==> src/rtl/data_uncail_pkg.sv <==
// data_uncail_pkg: shared float32/int16 constants and burst FSM encoding
package data_uncail_pkg;
   localparam int EXP_W = 8;
   localparam int MAN_W = 23;
   localparam int BIAS  = 127;
   localparam int LAT   = 3;
   localparam logic [15:0] INT16_MAX = 16'h7FFF;
   localparam logic [15:0] INT16_MIN = 16'h8000;
   typedef enum logic [1:0] {IDLE, RUN, FLUSH, DONE} state_e;
endpackage

==> src/rtl/f32_to_s16_pipe.sv <==
// f32_to_s16_pipe: three-stage float32 * 2^scale -> int16 with half-even rounding and saturation
module f32_to_s16_pipe
   import data_uncail_pkg::*;
(
   input  logic        clk,
   input  logic        rst,
   input  logic        in_valid,
   input  logic [31:0] in_data,
   input  logic [7:0]  scale_exp,
   output logic        out_valid,
   output logic [15:0] out_data,
   output logic        sat_next,
   output logic        pending
);
   logic                 sgn, nan, zer, big, force_d, fsat_d;
   logic [EXP_W-1:0]     ex;
   logic [MAN_W-1:0]     man;
   logic signed [9:0]    e_d;
   logic [15:0]          fval_d;
   logic                 v1_q, s1_sgn_q, s1_force_q, s1_fsat_q;
   logic [MAN_W-1:0]     s1_man_q;
   logic signed [9:0]    s1_e_q;
   logic [15:0]          s1_fval_q;
   logic [9:0]           sh_w;
   logic [47:0]          x;
   logic                 v2_q, s2_sgn_q, s2_force_q, s2_fsat_q, s2_g_q, s2_st_q;
   logic [15:0]          s2_fval_q;
   logic [23:0]          s2_int_q, r;
   logic                 ovr, sat_d;
   logic [15:0]          res_d;
   // S1: unpack, classify, and fold constant-result classes into a forced value
   always_comb begin
      sgn    = in_data[31];
      ex     = in_data[MAN_W +: EXP_W];
      man    = in_data[MAN_W-1:0];
      e_d    = {2'b00, ex} - 10'(BIAS) + {{2{scale_exp[7]}}, scale_exp};
      nan    = &ex & |man;
      zer    = ~&ex & (~|ex | (e_d <= -10'sd2));
      big    = (&ex & ~|man) | (|ex & ~&ex & (e_d >= 10'sd15));
      force_d = nan | zer | big;
      fsat_d = nan | (big & ~(sgn & ~&ex & ~|man & (e_d == 10'sd15)));
      fval_d = (nan | zer) ? 16'h0000 : (sgn ? INT16_MIN : INT16_MAX);
   end
   // S1 registers
   always_ff @(posedge clk) begin
      v1_q       <= rst ? 1'b0 : in_valid;
      s1_sgn_q   <= sgn;
      s1_man_q   <= man;
      s1_e_q     <= e_d;
      s1_force_q <= force_d;
      s1_fsat_q  <= fsat_d;
      s1_fval_q  <= fval_d;
   end
   // S2: align mantissa so the integer part lands in x[47:24], guard at x[23], sticky below
   always_comb begin
      sh_w = 10'd23 - s1_e_q;
      x    = {1'b1, s1_man_q, 24'b0} >> sh_w;
   end
   // S2 registers
   always_ff @(posedge clk) begin
      v2_q       <= rst ? 1'b0 : v1_q;
      s2_sgn_q   <= s1_sgn_q;
      s2_force_q <= s1_force_q;
      s2_fsat_q  <= s1_fsat_q;
      s2_fval_q  <= s1_fval_q;
      s2_int_q   <= x[47:24];
      s2_g_q     <= x[23];
      s2_st_q    <= |x[22:0];
   end
   // S3: round half-to-even, clamp a rounded-up 32768 magnitude, apply sign
   always_comb begin
      r     = s2_int_q + {23'b0, s2_g_q & (s2_st_q | s2_int_q[0])};
      ovr   = |r[23:15];
      res_d = s2_force_q ? s2_fval_q : ovr ? (s2_sgn_q ? INT16_MIN : INT16_MAX) : (s2_sgn_q ? 16'h0000 - r[15:0] : r[15:0]);
      sat_d = s2_force_q ? s2_fsat_q : (ovr & ~s2_sgn_q);
   end
   // S3 output registers; data holds between valid samples
   always_ff @(posedge clk) begin
      if (rst) begin
         out_valid <= 1'b0;
         out_data  <= '0;
      end else begin
         out_valid <= v2_q;
         if (v2_q) out_data <= res_d;
      end
   end
   assign sat_next = v2_q & sat_d;
   assign pending  = v1_q | v2_q;
endmodule

==> src/rtl/data_uncail.sv <==
// data_uncail: burst-controlled float32 -> int16 uncalibration with saturation count
module data_uncail
   import data_uncail_pkg::*;
#(
   parameter int LEN_W  = 17,
   parameter int SATC_W = 16
)(
   input  logic              clk,
   input  logic              rst,
   input  logic              start,
   input  logic [LEN_W-1:0]  data_len,
   input  logic [7:0]        scale_exp,
   input  logic              in_valid,
   input  logic [31:0]       in_data,
   output logic              out_valid,
   output logic [15:0]       out_data,
   output logic              busy,
   output logic              done,
   output logic [SATC_W-1:0] sat_cnt
);
   state_e             state_q;
   logic [LEN_W-1:0]   len_q, cnt_q, cnt_d;
   logic [7:0]         scale_q;
   logic               busy_q, done_q, accept, sat_next, pending;
   logic [SATC_W-1:0]  sat_q;
   assign accept = (state_q == RUN) & in_valid;
   assign cnt_d  = cnt_q + LEN_W'(1);
   f32_to_s16_pipe u_pipe (
      .clk       (clk),
      .rst       (rst),
      .in_valid  (accept),
      .in_data   (in_data),
      .scale_exp (scale_q),
      .out_valid (out_valid),
      .out_data  (out_data),
      .sat_next  (sat_next),
      .pending   (pending)
   );
   // burst FSM: count accepted samples, drain the pipe, pulse done, then return to idle
   always_ff @(posedge clk) begin
      if (rst) begin
         state_q <= IDLE;
         busy_q  <= 1'b0;
         done_q  <= 1'b0;
         cnt_q   <= '0;
         len_q   <= '0;
         scale_q <= '0;
      end else begin
         done_q <= 1'b0;
         case (state_q)
            IDLE: if (start) begin
               len_q   <= data_len;
               scale_q <= scale_exp;
               cnt_q   <= '0;
               busy_q  <= 1'b1;
               state_q <= (data_len == '0) ? DONE : RUN;
               done_q  <= (data_len == '0);
            end
            RUN: if (in_valid) begin
               cnt_q <= cnt_d;
               if (cnt_d == len_q) state_q <= FLUSH;
            end
            FLUSH: if (!pending) begin
               state_q <= DONE;
               done_q  <= 1'b1;
            end
            default: begin
               state_q <= IDLE;
               busy_q  <= 1'b0;
            end
         endcase
      end
   end
   // saturation counter: cleared per burst, updates together with the saturated output, sticks at max
   always_ff @(posedge clk) begin
      if (rst || (state_q == IDLE && start)) sat_q <= '0;
      else if (sat_next && !(&sat_q)) sat_q <= sat_q + SATC_W'(1);
   end
   assign busy    = busy_q;
   assign done    = done_q;
   assign sat_cnt = sat_q;
endmodule

==> config.mk <==
export PLATFORM = sky130hd
export DESIGN_NAME = data_uncail
export DESIGN_NICKNAME = d
export VERILOG_FILES = /design/src/rtl/data_uncail_pkg.sv /design/src/rtl/f32_to_s16_pipe.sv /design/src/rtl/data_uncail.sv
export SDC_FILE = /design/constraint.sdc
export NUM_CORES = 1
export LEC_CHECK = 0
export ABC_AREA = 1
export BUFFER_PORTS_ARGS = -buffer_cell sky130_fd_sc_hd__buf_4
export CELL_PAD_IN_SITES_DETAIL_PLACEMENT = 1
export CELL_PAD_IN_SITES_GLOBAL_PLACEMENT = 1
export CORE_MARGIN = 1.5
export CORE_UTILIZATION = 45
export DETAILED_ROUTE_END_ITERATION = 12
export GPL_TIMING_DRIVEN = 0
export PLACE_DENSITY = 0.86
export SKIP_CTS_REPAIR_TIMING = 1
export SLEW_MARGIN = 20
export SYNTH_ARGS = -nofsm -noshare
export SYNTH_HDL_FRONTEND = slang
export SYNTH_HIERARCHICAL = 1
export SYNTH_SLANG_ARGS = --single-unit
export TNS_END_PERCENT = 50
==> constraint.sdc <==
create_clock -name clk -period 9.32 [get_ports clk]
set_input_delay 2.33 -clock clk [delete_from_list [all_inputs] [get_ports clk]]
set_output_delay 2.33 -clock clk [all_outputs]
set_load 0.05 [all_outputs]
Word-level counts from Yosys, hierarchy flattened
Index checks and enable logic that the tools add are counted.

Flip-flop bits (word level): 178. Bits of input ports: 61. Output and inout bits: 35. Word-level logic and storage cells: 106.

Add/sub/neg operators: 7. $lt $le $gt $ge: 2. Equal/unequal tests: 8. Shift-type cells: 1. Muxes and demuxes: 20. Bitwise logic cells: 23. Reduce and logical (&&, ||, !) cells: 21.

Operators by type and width (count): $mux 16 (5); $shr 48x10->48 (1); $reduce_or 23->1 (2); $mux 17 (2); $pmux 17 s2 (1); $add 24x1->24 (1); $add 17x1->17 const B (1); $eq 17x17->1 (1); $logic_not 17->1 (1); $add 16x1->16 const B (1); $reduce_and 16->1 (1); $sub 1x16->16 const A (1); $and 1x1->1 (13); $add 10x10->10 (1); $eq 10x5->1 const B (1); $ge 10x5->1 const B (1); $le 10x2->1 const B (1); $mux 2 (5); $sub 5x10->10 const A (1); $reduce_or 9->1 (1); $sub 8x7->9 const B (1); $reduce_and 8->1 (1); $reduce_or 8->1 (1); $or 1x1->1 (7); other kinds (17) (30).

Longest topological paths before layout
Gate-level depths: netlist of run 1.

Depth in word-level cells: 8. Depth in mapped cells: 25. Mapped depth without buffers: 25.

Modules after synthesis
The synthesis of run 1 kept the hierarchy.

Modules (own cells, without submodules): f32_to_s16_pipe (instances 1, cells an instance 879, area each 5660.4 sq um, sequential area each 1761.7 sq um); data_uncail (instances 1, cells an instance 505, area each 3306.9 sq um, sequential area each 1241.2 sq um).

Worst setup path before layout of run 1
No wires, ideal clock.

Path kind: input -> register. Start point: input port in_data[23]. End point: register u_pipe.s1_fval_q[15]. Setup time: 0.111 ns. Arrival time: 4.324 ns. Setup slack: 4.885 ns. Cell stages on the path: 18. Buffers on the path: 0. Cells stage by stage: ha_1 -> nand3_1 -> xnor2_1 -> ha_1 -> nand2_1 -> inv_1 -> nand4_1 -> o211ai_1 -> a21oi_1 -> o21bai_1 -> xor2_1 -> inv_1 -> nand3_1 -> o21ai_0 -> nand2_1 -> o21ai_0 -> nand2_1 -> nor2_1.

Longest elaborated chain between the ends: 6.

Ends and longest elaborated chain: start: declaration (line data_uncail.sv:14) `input logic [31:0] in_data,`; $sub 8x7->9 (line f32_to_s16_pipe.sv:36) `e_d = {2'b00, ex} - 10'(BIAS) + {{2{scale_exp[7]}}, scale_exp};`; $add 10x10->10 (line f32_to_s16_pipe.sv:36); named net u_pipe.e_d[7] (line f32_to_s16_pipe.sv:18) `logic signed [9:0] e_d;`; $le 10x2->1 (line f32_to_s16_pipe.sv:38) `zer = ~&ex & (~|ex | (e_d <= -10'sd2));`; $or 1x1->1 (line f32_to_s16_pipe.sv:38); $and 1x1->1 (line f32_to_s16_pipe.sv:38); $or 1x1->1 (line f32_to_s16_pipe.sv:42) `fval_d = (nan | zer) ? 16'h0000 : (sgn ? INT16_MIN : INT16_MAX);`; end signal: assignment (line f32_to_s16_pipe.sv:52) `s1_fval_q <= fval_d;`; end: declaration (line f32_to_s16_pipe.sv:23) `logic [15:0] s1_fval_q;`.

The timed path passes the listed nets, and every way through them passes these cells. A chain may end at the register's enable or synchronous reset.

Final worst setup path of run 1
Start point: input port in_data[25]. End point: register u_pipe.s1_fval_q[14].

Same word-level chain as after synthesis.

==> results.tsv, run 1 <==
stage	metric	value	unit
outcome	run_status	finished, final reports clean	
detailed_routing	viasPerCell	5.35	
synthesis	synth_cell_types	47	
layout	nNetsFinal	1581	
pwr	power_density	304	nW/um^2
timing	clock_skew	16.8	ps
worst_setup_path	reg2reg_to	sat_cnt[13]	
detailed_routing	ant_nets	0	
global_routing	antenna_found_initial	0	
detailed_routing	dr.pass1.iters	5	
worst_setup_path	slowest_stage	nor4_1	
synthesis	synth_top_area_cell	dfxtp_1	
timing	post-route-period-util	0.504	
die	pin_count	96	
synthesis	synthCells	1384	
placed_design	dp_hpwl	21.9	mm
layout	fillers	2713	
layout	areaGrowthSynthToFinish	18.2	%
timing	rsz0062_at_grt	no	
detailed_routing	dr_total_vias	9493	
die	start_util	0.459	
synthesis	synth_top_area_share	0.335	
worst_setup_path	cp_cell_sequence	buf_4 > inv_1 > nor4_1 > nand3_1 > xor2_1 > inv_1 > ha_1 > nand2_1 > inv_1 > nand4_1 > o211ai_1 > xor2_1 > nand3_1 > o21ai_0 > nand2_1 > o21ai_0 > nand2_1 > nor2_1	
synthesis	yosysMostFrequentCell	nand2_1	
worst_setup_path	rrSetupSlack	5390	ps
clocking	root_buffer	clkbuf_16	
die	rows	51	
timing	finalSetupViolations	0	
worst_setup_path	crit_fanout	4	
synthesis	yosys_warnings	6	
timing	tightest_slew	840	ps
pwr	ir_drop	0.171	mV
layout	diodes	0	
layout	utilization	0.543	
worst_setup_path	critPathCaptureType	register	
synthesis	ys_ff_latch	150	
timing	timing.setup.tns	0	ps
clocking	insertion_delay	440	ps
placed_design	gp_congestion	0.927	
synthesis	synth_flop_cell	dfxtp_1	
synthesis	synth.cell_area	8970	sq um
worst_setup_path	required	9680	ps
global_routing	overflow	0	
global_routing	grt_use_total	0.279	
die	core	19500	sq um
clocking	clockBufferDepth	2	
synthesis	synth_common_cells	nand2_1, dfxtp_1, nand3_1	
clocking	cts_tree	built	
worst_setup_path	slowest_delay	500	ps
worst_setup_path	crit_path_start	in_data[25]	
pwr	cellLeakagePower	4.65	nW
synthesis	synth.avg_cell_area	6.48	sq um
pwr	finalPower	3.23	mW
die	die_h	144	microns
placed_design	portBuffers	95	
worst_setup_path	crit_end	u_pipe/s1_fval_q[14]	
worst_setup_path	path_class	primary input to register	
detailed_routing	drt_iter0_markers	400	
clocking	cts.htree.levels	4	
detailed_routing	routed_wl	27.9	mm
global_routing	grt_max_degree	17	
layout	drive_gt1_frac	0.122	
job	drv_cap	0	
detailed_routing	drc	0	
timing	finalHoldViolCount	0	
synthesis	synth_seq_area_share	0.335	
detailed_routing	wl_per_cell	15.7	microns
hold_path	worstHoldPathType	register to register	
worst_setup_path	reg2reg_depth	23	
clocking	cts.sinks	150	
timing	slew_violations	0	
clocking	numCtsBuffers	17	
worst_setup_path	rr_startpoint	u_pipe/s2_int_q[0]	
timing	max_freq	213	MHz
worst_setup_path	startpoint_type	primary input	
synthesis	synth-edff-count	0	
die	die_w	144	microns
global_routing	grt_pass1_wl	46.2	mm
die	dieArea	20800	sq um
synthesis	async_flop_share	0	
timing	min_period	4690	ps
clocking	clk_pin_slew	60	ps
synthesis	synth_area_leaders	dfxtp_1, nand2_1, nand3_1, nor2_1, inv_1	
worst_setup_path	cp.arrival	5060	ps
timing	relSlewSlack	0.438	
synthesis	synth_nets	1467	
global_routing	grt_pass1_vias	9450	
## worst min path at each step
stage                     cells after the start                   end            startpoint  slack [ps]
after CTS                                     0      u_pipe/s2_fsat_q      u_pipe/s1_fsat_q         330
after detailed placement                      0      u_pipe/s2_fsat_q      u_pipe/s1_fsat_q         320
final                                         0      u_pipe/s2_fsat_q      u_pipe/s1_fsat_q         330
after global routing                          0      u_pipe/s2_fsat_q      u_pipe/s1_fsat_q         340
after floorplan                               0     u_pipe/s2_force_q     u_pipe/s1_force_q         310
after global placement                        0  u_pipe/s2_fval_q[14]  u_pipe/s1_fval_q[14]         310
## logic make-up after synthesis
family / synth area share
buf+inv: 0.0742
compound gates: 0.105
xor+xnor: 0.0526
simple gates: 0.402
fa+ha+maj: 0.0315
flops: 0.335
## state kept, by name, summed over array words and instances (netlist names), 2 cells and up
signal and cells:
cnt_q 17, u_pipe/s2_int_q 24, u_pipe/s1_e_q 10, state_q 2, u_pipe/s2_fval_q 2, scale_q 8, u_pipe/s1_man_q 23, u_pipe/out_data 16
len_q 17, sat_cnt 16, u_pipe/s1_fval_q 2
## critical path: cells and delay by family
kind | cells | cell delay (ps)
buffers and inverters | 4 | 270
AND/OR/NAND/NOR | 8 | 1280
AO/OA/AOI/OAI | 3 | 400
XOR/XNOR | 2 | 440
adder cells (fa/ha/maj) | 1 | 330
## layout make-up
class / count / area, sq um / share of cell area
Multi-Input combinational cell: 1062 / 5300 / 0.500
Timing Repair Buffer: 95 / 713 / 0.0673
Buffer: 40 / 168 / 0.0158
Clock inverter: 15 / 161 / 0.0152
Clock buffer: 17 / 425 / 0.0401
Sequential cell: 150 / 3000 / 0.283
Tap cell: 265 / 332 / 0.0313
Inverter: 132 / 498 / 0.0470
## cell usage in the layout (no fill, tap or decap), types with 4 or more instances in the layout
master and instances:
nand3_1 147, ha_1 21, nor2_2 6, nor2_4 9, o21ai_0 66, inv_6 4, o21ai_1 12, nor2_1 138
inv_2 6, a21oi_1 79, dfxtp_1 150, or2_1 4, or2_2 4, buf_1 7, buf_2 5, nor4_1 15
xor2_1 41, clkbuf_16 17, nor3_1 18, nand2_1 404, nand2_2 11, xnor2_1 11, nand3b_1 5, clkbuf_1 26
nand4_1 36, inv_1 120, clkinv_1 5, o22ai_1 5, o21bai_1 5, buf_4 96
## through the flow
stage	setup slack (ps)	cells	hold slack, ps	cell area [sq um]
floorplan	4890	1384	310	8970
global placement	4380	1744	312	10000
detailed placement	4330	1744	317	10000
CTS	4620	1776	335	10600
global route	4330	1776	336	10600
finish	4630	1776	331	10600
## where the power goes
| group | total [mW] | switching, mW | internal (mW) |
|---|---|---|---|
| Clock | 0.687 | 0.308 | 0.379 |
| Combinational | 1.69 | 1.16 | 0.527 |
| Sequential | 0.847 | 0.0896 | 0.758 |
| Total | 3.23 | 1.56 | 1.66 |
## layer usage
layer	GRT usage	wire, microns	up-vias	part of all wire
met4	0.0872	504	0	0.018
met3	0.0391	900	38	0.032
met2	0.480	13300	172	0.48
met1	0.359	13200	4533	0.47
met5	0	0	-	0
li1	-	-	4750	-
Power figures use the tool's default switching activity.
==> run 2, diff against run 1 <==
--- a/config.mk
+++ b/config.mk
@@ -10,10 +10,10 @@
 export CELL_PAD_IN_SITES_DETAIL_PLACEMENT = 1
 export CELL_PAD_IN_SITES_GLOBAL_PLACEMENT = 1
 export CORE_MARGIN = 1.5
-export CORE_UTILIZATION = 45
+export CORE_UTILIZATION = 42
 export DETAILED_ROUTE_END_ITERATION = 12
 export GPL_TIMING_DRIVEN = 0
-export PLACE_DENSITY = 0.86
+export PLACE_DENSITY = 0.81
 export SKIP_CTS_REPAIR_TIMING = 1
 export SLEW_MARGIN = 20
 export SYNTH_ARGS = -nofsm -noshare
==> constraint.sdc (replaced) <==
create_clock -name clk -period 4.8 [get_ports clk]
set_input_delay 1.2 -clock clk [delete_from_list [all_inputs] [get_ports clk]]
set_output_delay 1.2 -clock clk [all_outputs]
set_load 0.05 [all_outputs]
==> run 2 against run 1 <==
Setup slack got worse by 3700 ps. Utilization fell by 3.6 points. Clock skew down 1.8 ps. Largest cell class unchanged.
==> results.tsv, run 2 (synthesis results as in run 1) <==
stage	metric	value	unit
timing	slew_violations	0	
detailed_routing	drt_iter0_markers	373	
hold_path	worstHoldPathType	register to register	
worst_setup_path	crit_fanout	10	
worst_setup_path	cp.arrival	4260	ps
clocking	insertion_delay	430	ps
clocking	cts_tree	built	
placed_design	dp_hpwl	21.9	mm
layout	nNetsFinal	1581	
die	die_h	149	microns
worst_setup_path	critical-path-top-delay-family	simple AND/OR/NAND/NOR gates	
timing	rsz0062_at_grt	no	
detailed_routing	routed_wl	27.7	mm
timing	tightest_slew	801	ps
detailed_routing	ant_nets	0	
detailed_routing	viasPerCell	5.20	
outcome	run_status	finished, final reports clean	
die	rows	53	
detailed_routing	wl_per_cell	15.5	microns
layout	ff_latch_area	3000	sq um
worst_setup_path	rrSetupSlack	910	ps
worst_setup_path	critPathCaptureType	register	
die	pin_count	96	
timing	finalSetupViolations	0	
global_routing	grt_max_degree	18	
clocking	clockBufferDepth	2	
die	start_util	0.428	
clocking	clk_pin_slew	80	ps
layout	largestRegisters	u_pipe/s2_int_q (24), u_pipe/s1_man_q (23)	
pwr	power_density	593	nW/um^2
timing	post-route-period-util	0.811	
global_routing	grt_pass1_vias	9462	
timing	finalHoldViolCount	0	
die	core	21000	sq um
layout	largest_register_ff_count	24	
timing	max_freq	257	MHz
worst_setup_path	path_class	register to register	
worst_setup_path	slowest_delay	350	ps
detailed_routing	drc	0	
global_routing	grt_use_total	0.256	
layout	multiInputGateArea	5300	sq um
timing	clock_skew	15.0	ps
global_routing	grt_pass1_wl	45.8	mm
placed_design	portBuffers	95	
layout	final_cell_mix	nand2_1, dfxtp_1, nand3_1, nor2_1, inv_1	
layout	top_register	u_pipe/s2_int_q	
global_routing	antenna_found_initial	1	
die	die_w	149	microns
clocking	numCtsBuffers	17	
job	drv_cap	0	
die	dieArea	22200	sq um
clocking	cts.sinks	150	
layout	fillers	2906	
timing	relSlewSlack	0.461	
layout	areaGrowthSynthToFinish	18.5	%
layout	final_common_cell	nand2_1	
clocking	cts.htree.levels	4	
worst_setup_path	required	5170	ps
timing	timing.setup.tns	0	ps
detailed_routing	dr_total_vias	9288	
worst_setup_path	cp_cell_sequence	o21a_1 > ha_1 > ha_1 > nand2_2 > nor2_4 > nand3_2 > nor4_1 > xor2_1 > nor2_1 > nand2_2 > nor2_4 > nand2_4 > nand2_2 > nand2_4 > inv_4 > nor2_1 > nand2_2 > inv_1 > nand2_2 > nor3_1 > nand4_1 > or2_1 > a21oi_1	
detailed_routing	dr.pass1.iters	4	
pwr	ir_drop	0.284	mV
worst_setup_path	cp.buffers_inverters	2	
layout	drive_gt1_frac	0.122	
clocking	root_buffer	clkbuf_16	
global_routing	overflow	0	
worst_setup_path	slowest_stage	dfxtp_1	
worst_setup_path	startpoint_type	register	
placed_design	gp_congestion	0.889	
layout	diodes	0	
worst_setup_path	path_common_cell	nand2_2	
pwr	cellLeakagePower	4.66	nW
timing	min_period	3890	ps
layout	utilization	0.507	
[run 2: cell types whose count changed in the layout (fill, tap and decap cells not counted)]
cell / delta
clkinv_2: -1
clkinv_8: +1
inv_6: +1
clkinv_4: -2
clkinvlp_4: -1
inv_8: +2
[run 2: path summary, 6_finish.rpt]
kind	start	cells past startpoint	end
setup / recovery	u_pipe/s2_int_q[0]	23	sat_cnt[14]
hold / removal	u_pipe/s1_force_q	0	u_pipe/s2_force_q
setup reg to reg	u_pipe/s2_int_q[0]	23	sat_cnt[14]
hold reg to reg	u_pipe/s1_force_q	0	u_pipe/s2_force_q
[run 2: where the power goes]
group          internal [mW]  total (mW)  switching [mW]
Clock                  0.749        1.37           0.624
Sequential              1.47        1.64           0.171
Combinational           1.02        3.29            2.26
[run 2: worst register-to-register path, delay by kind of cell, from the launching register on]
family	cells	cell delay, ps
adders and majority gates	2	470
buffers and inverters	2	260
AOI/OAI and AO/OA	2	240
and+or+nand+nor	16	2330
DFF	1	350
xor gates and xnor gates	1	200
[run 2: routing by layer]
layer | share of wire | wire [microns] | GRT usage
met1 | 0.49 | 13400 | 0.334
met2 | 0.47 | 13000 | 0.437
met3 | 0.032 | 878 | 0.0404
met4 | 0.012 | 341 | 0.0673
met5 | 0.00033 | 9 | 0
[run 2: cell type report]
class                      instances  area share
multi-input combinational       1062       0.499
clock inverter                    15      0.0168
buffer                            40      0.0158
timing repair buffer              95      0.0671
tap                              275      0.0324
inverter                         132      0.0469
sequential                       150       0.283
clock buffer                      17      0.0400
[run 2: through the flow]
step / setup WS [ps] / total power, mW / instance area, sq um / hold WS (ps) / cells
finish: 906 / 6.30 / 10600 / 331 / 1786
detailed placement: 920 / 4.90 / 10000 / 317 / 1754
CTS: 889 / 6.31 / 10600 / 333 / 1786
global route: 609 / 6.83 / 10600 / 338 / 1786
floorplan: 1500 / 4.00 / 8970 / 310 / 1384
global placement: 984 / 4.80 / 10000 / 311 / 1754
==> run 3, diff against run 2 <==
--- a/config.mk
+++ b/config.mk
@@ -5,15 +5,15 @@
 export SDC_FILE = /design/constraint.sdc
 export NUM_CORES = 1
 export LEC_CHECK = 0
-export ABC_AREA = 1
+export ABC_AREA = 0
 export BUFFER_PORTS_ARGS = -buffer_cell sky130_fd_sc_hd__buf_4
 export CELL_PAD_IN_SITES_DETAIL_PLACEMENT = 1
 export CELL_PAD_IN_SITES_GLOBAL_PLACEMENT = 1
 export CORE_MARGIN = 1.5
-export CORE_UTILIZATION = 42
+export CORE_UTILIZATION = 45
 export DETAILED_ROUTE_END_ITERATION = 12
 export GPL_TIMING_DRIVEN = 0
-export PLACE_DENSITY = 0.81
+export PLACE_DENSITY = 0.82
 export SKIP_CTS_REPAIR_TIMING = 1
 export SLEW_MARGIN = 20
 export SYNTH_ARGS = -nofsm -noshare
==> constraint.sdc (replaced) <==
create_clock -name clk -period 3.8 [get_ports clk]
set_input_delay 0.95 -clock clk [delete_from_list [all_inputs] [get_ports clk]]
set_output_delay 0.95 -clock clk [all_outputs]
set_load 0.05 [all_outputs]
==> run 3 against run 2 <==
Count of clock-buffer cells in the layout increased by 2. Synthesized area increased by 1.8%. Global-route usage increased by 0.65 points. Clock power increased by 19%. Synthesized cell count decreased by 18%. First-iteration DRC count decreased by 6.7%. Critical path depth decreased by 5. Sequential share of layout area decreased by 0.56 points. Power decreased by 0.44%. Routed wire length increased by 0.87%. Non-clock buffer count increased by 32. Design area increased by 2.1%. Critical endpoint is now sat_cnt[10]. Largest power group unchanged.
==> results.tsv, run 3 <==
stage	metric	value	unit
layout	diodes	0	
synthesis	synth_top_area_cell	dfxtp_1	
worst_setup_path	slowest_delay	350	ps
worst_setup_path	reg2reg_depth	18	
pwr	finalPower	6.27	mW
pwr	ir_drop	0.300	mV
hold_path	min_delay_worst_endpoint	u_pipe/s2_fsat_q	
worst_setup_path	critPathCaptureType	register	
hold_path	min_path_cells	0	
global_routing	grt_use_total	0.262	
synthesis	synthCells	1128	
hold_path	holdCritStartpoint	u_pipe/s1_fsat_q	
die	die_w	145	microns
layout	nNetsFinal	1329	
worst_setup_path	path_class	register to register	
timing	finalWorstSetupSlack	186	ps
die	pin_count	96	
worst_setup_path	rrSetupSlack	190	ps
die	rows	51	
worst_setup_path	critical-path-top-delay-family	simple AND/OR/NAND/NOR gates	
synthesis	synth_seq_area_share	0.329	
clocking	numCtsBuffers	17	
worst_setup_path	rr_startpoint	u_pipe/s2_int_q[0]	
layout	final_common_cell	dfxtp_1	
die	start_util	0.465	
worst_setup_path	slowest_stage	dfxtp_2	
layout	drive_gt1_frac	0.180	
layout	design_area	10800	sq um
detailed_routing	dr.pass1.iters	5	
clocking	cts.sinks	150	
detailed_routing	viasPerCell	5.77	
timing	finalHoldViolCount	0	
placed_design	gp_congestion	0.882	
global_routing	grt_pass1_vias	8922	
timing	finalSetupViolations	0	
layout	largestRegisters	u_pipe/s2_int_q (24), u_pipe/s1_man_q (23)	
timing	min_period	3610	ps
placed_design	dp_hpwl	21.2	mm
layout	final_cell_mix	dfxtp_1, nand2_1, nor2_1, buf_4, a21oi_1	
synthesis	synth_common_cells	dfxtp_1, nand2_1, nor2_1	
global_routing	overflow	0	
layout	largest_register_ff_count	24	
global_routing	grt_max_degree	17	
hold_path	worstHoldPathType	register to register	
detailed_routing	drt_iter0_markers	348	
layout	utilization	0.552	
layout	areaGrowthSynthToFinish	18.8	%
clocking	cts.htree.levels	4	
die	dieArea	21200	sq um
timing	hold_ws	329	ps
clocking	clk_pin_slew	70	ps
synthesis	ys_ff_latch	150	
worst_setup_path	reg2reg_to	sat_cnt[10]	
clocking	clockBufferDepth	2	
layout	top_register	u_pipe/s2_int_q	
pwr	cellLeakagePower	4.33	nW
detailed_routing	dr_total_vias	8794	
worst_setup_path	required	4160	ps
pwr	power_density	578	nW/um^2
synthesis	synth_nets	1211	
detailed_routing	routed_wl	27.9	mm
timing	max_freq	277	MHz
synthesis	synth_area_leaders	dfxtp_1, nand2_1, a21oi_1, nor2_1, mux2i_1	
timing	clock_skew	12.5	ps
synthesis	synth-edff-count	0	
detailed_routing	wl_per_cell	18.3	microns
placed_design	place_area	10200	sq um
synthesis	yosys_warnings	6	
worst_setup_path	cp.buffers_inverters	3	
timing	post-route-period-util	0.951	
synthesis	synth_flop_cell	dfxtp_1	
clocking	root_buffer	clkbuf_16	
outcome	run_status	finished, final reports clean	
placed_design	place_ws	-313	ps
worst_setup_path	startpoint_type	register	
clocking	cts_tree	built	
global_routing	antenna_found_initial	0	
global_routing	grt_pass1_wl	45.5	mm
synthesis	yosysMostFrequentCell	dfxtp_1	
detailed_routing	ant_nets	0	
worst_setup_path	cp.arrival	3970	ps
worst_setup_path	crit_fanout	10	
timing	slew_violations	0	
die	core	19700	sq um
synthesis	synth_top_area_share	0.329	
placed_design	portBuffers	95	
synthesis	synth.avg_cell_area	8.10	sq um
detailed_routing	drc	0	
timing	tightest_slew	936	ps
synthesis	synth_cell_types	90	
clocking	insertion_delay	430	ps
timing	relSlewSlack	0.360	
synthesis	synth.cell_area	9130	sq um
synthesis	async_flop_share	0	
worst_setup_path	cp_cell_sequence	o21a_1 > ha_4 > ha_4 > nand4_4 > nor4_4 > mux2i_1 > o22ai_2 > o221a_2 > buf_6 > nor3_4 > a21oi_1 > nor2b_1 > inv_1 > a41o_1 > buf_6 > or2_4 > or3_1 > a21oi_1	
die	die_h	145	microns
job	drv_cap	0	
## run 3: cell count changes in the layout (fill, tap and decap cells not counted), sizes merged, moves of 22 or more
cell and delta:
nand2 -282, nand3 -112, inv -100, mux2i +38, nor2 -38, xnor2 +28, o21ai -22
## run 3: cell type report
cell class                 count  area, sq um
inverter                      33          124
tap                          265          332
clock buffer                  19          453
fill                        2447         8800
sequential                   150         3000
clock inverter                13          111
buffer                        67          335
multi-input combinational    877         5740
timing repair buffer         100          751
## run 3: logic make-up (layout without fill, tap and decap cells)
kind of cell,after synthesis,count (layout),share of synthesized area
xor gates and xnor gates,63,63,0.0604
and+or+nand+nor,462,462,0.253
buffers and inverters,101,232,0.0508
muxes,69,69,0.0959
DFF,150,150,0.329
adders and majority gates,22,22,0.0310
AOI/OAI and AO/OA,261,261,0.180
## run 3: power by group
part	total (mW)	internal [mW]	switching [mW]
registers	1.88	1.75	0.135
clock network	1.63	0.890	0.738
logic	2.76	1.04	1.72
total	6.27	3.68	2.60
## run 3: per-stage QoR
step / cells / TNS (ps)
4_1_cts: 1520 / -2590
3_5_place_dp: 1488 / -2340
5_1_grt: 1524 / -16.9
6_report: 1524 / 0
3_3_place_gp: 1488 / -1410
2_1_floorplan: 1128 / 0
## run 3: worst max-delay path by stage
stage	slack (ps)	cells after the start	from	endpoint
final	190	18	u_pipe/s2_int_q[0]	sat_cnt[10]
after detailed placement	-310	19	u_pipe/s2_int_q[0]	sat_cnt[8]
after floorplan	190	11	in_data[23]	u_pipe/s1_force_q
after global placement	-220	19	u_pipe/s2_int_q[0]	sat_cnt[8]
after global routing	-20	18	u_pipe/s2_int_q[0]	sat_cnt[8]
after CTS	-360	19	u_pipe/s2_int_q[0]	sat_cnt[8]
## run 3: layer usage
metal,part of all wire,wire [microns],global-route usage
met1,0.46,12800,0.343
met2,0.47,13200,0.439
met3,0.045,1270,0.0386
met4,0.023,645,0.0944
met5,0,0,0
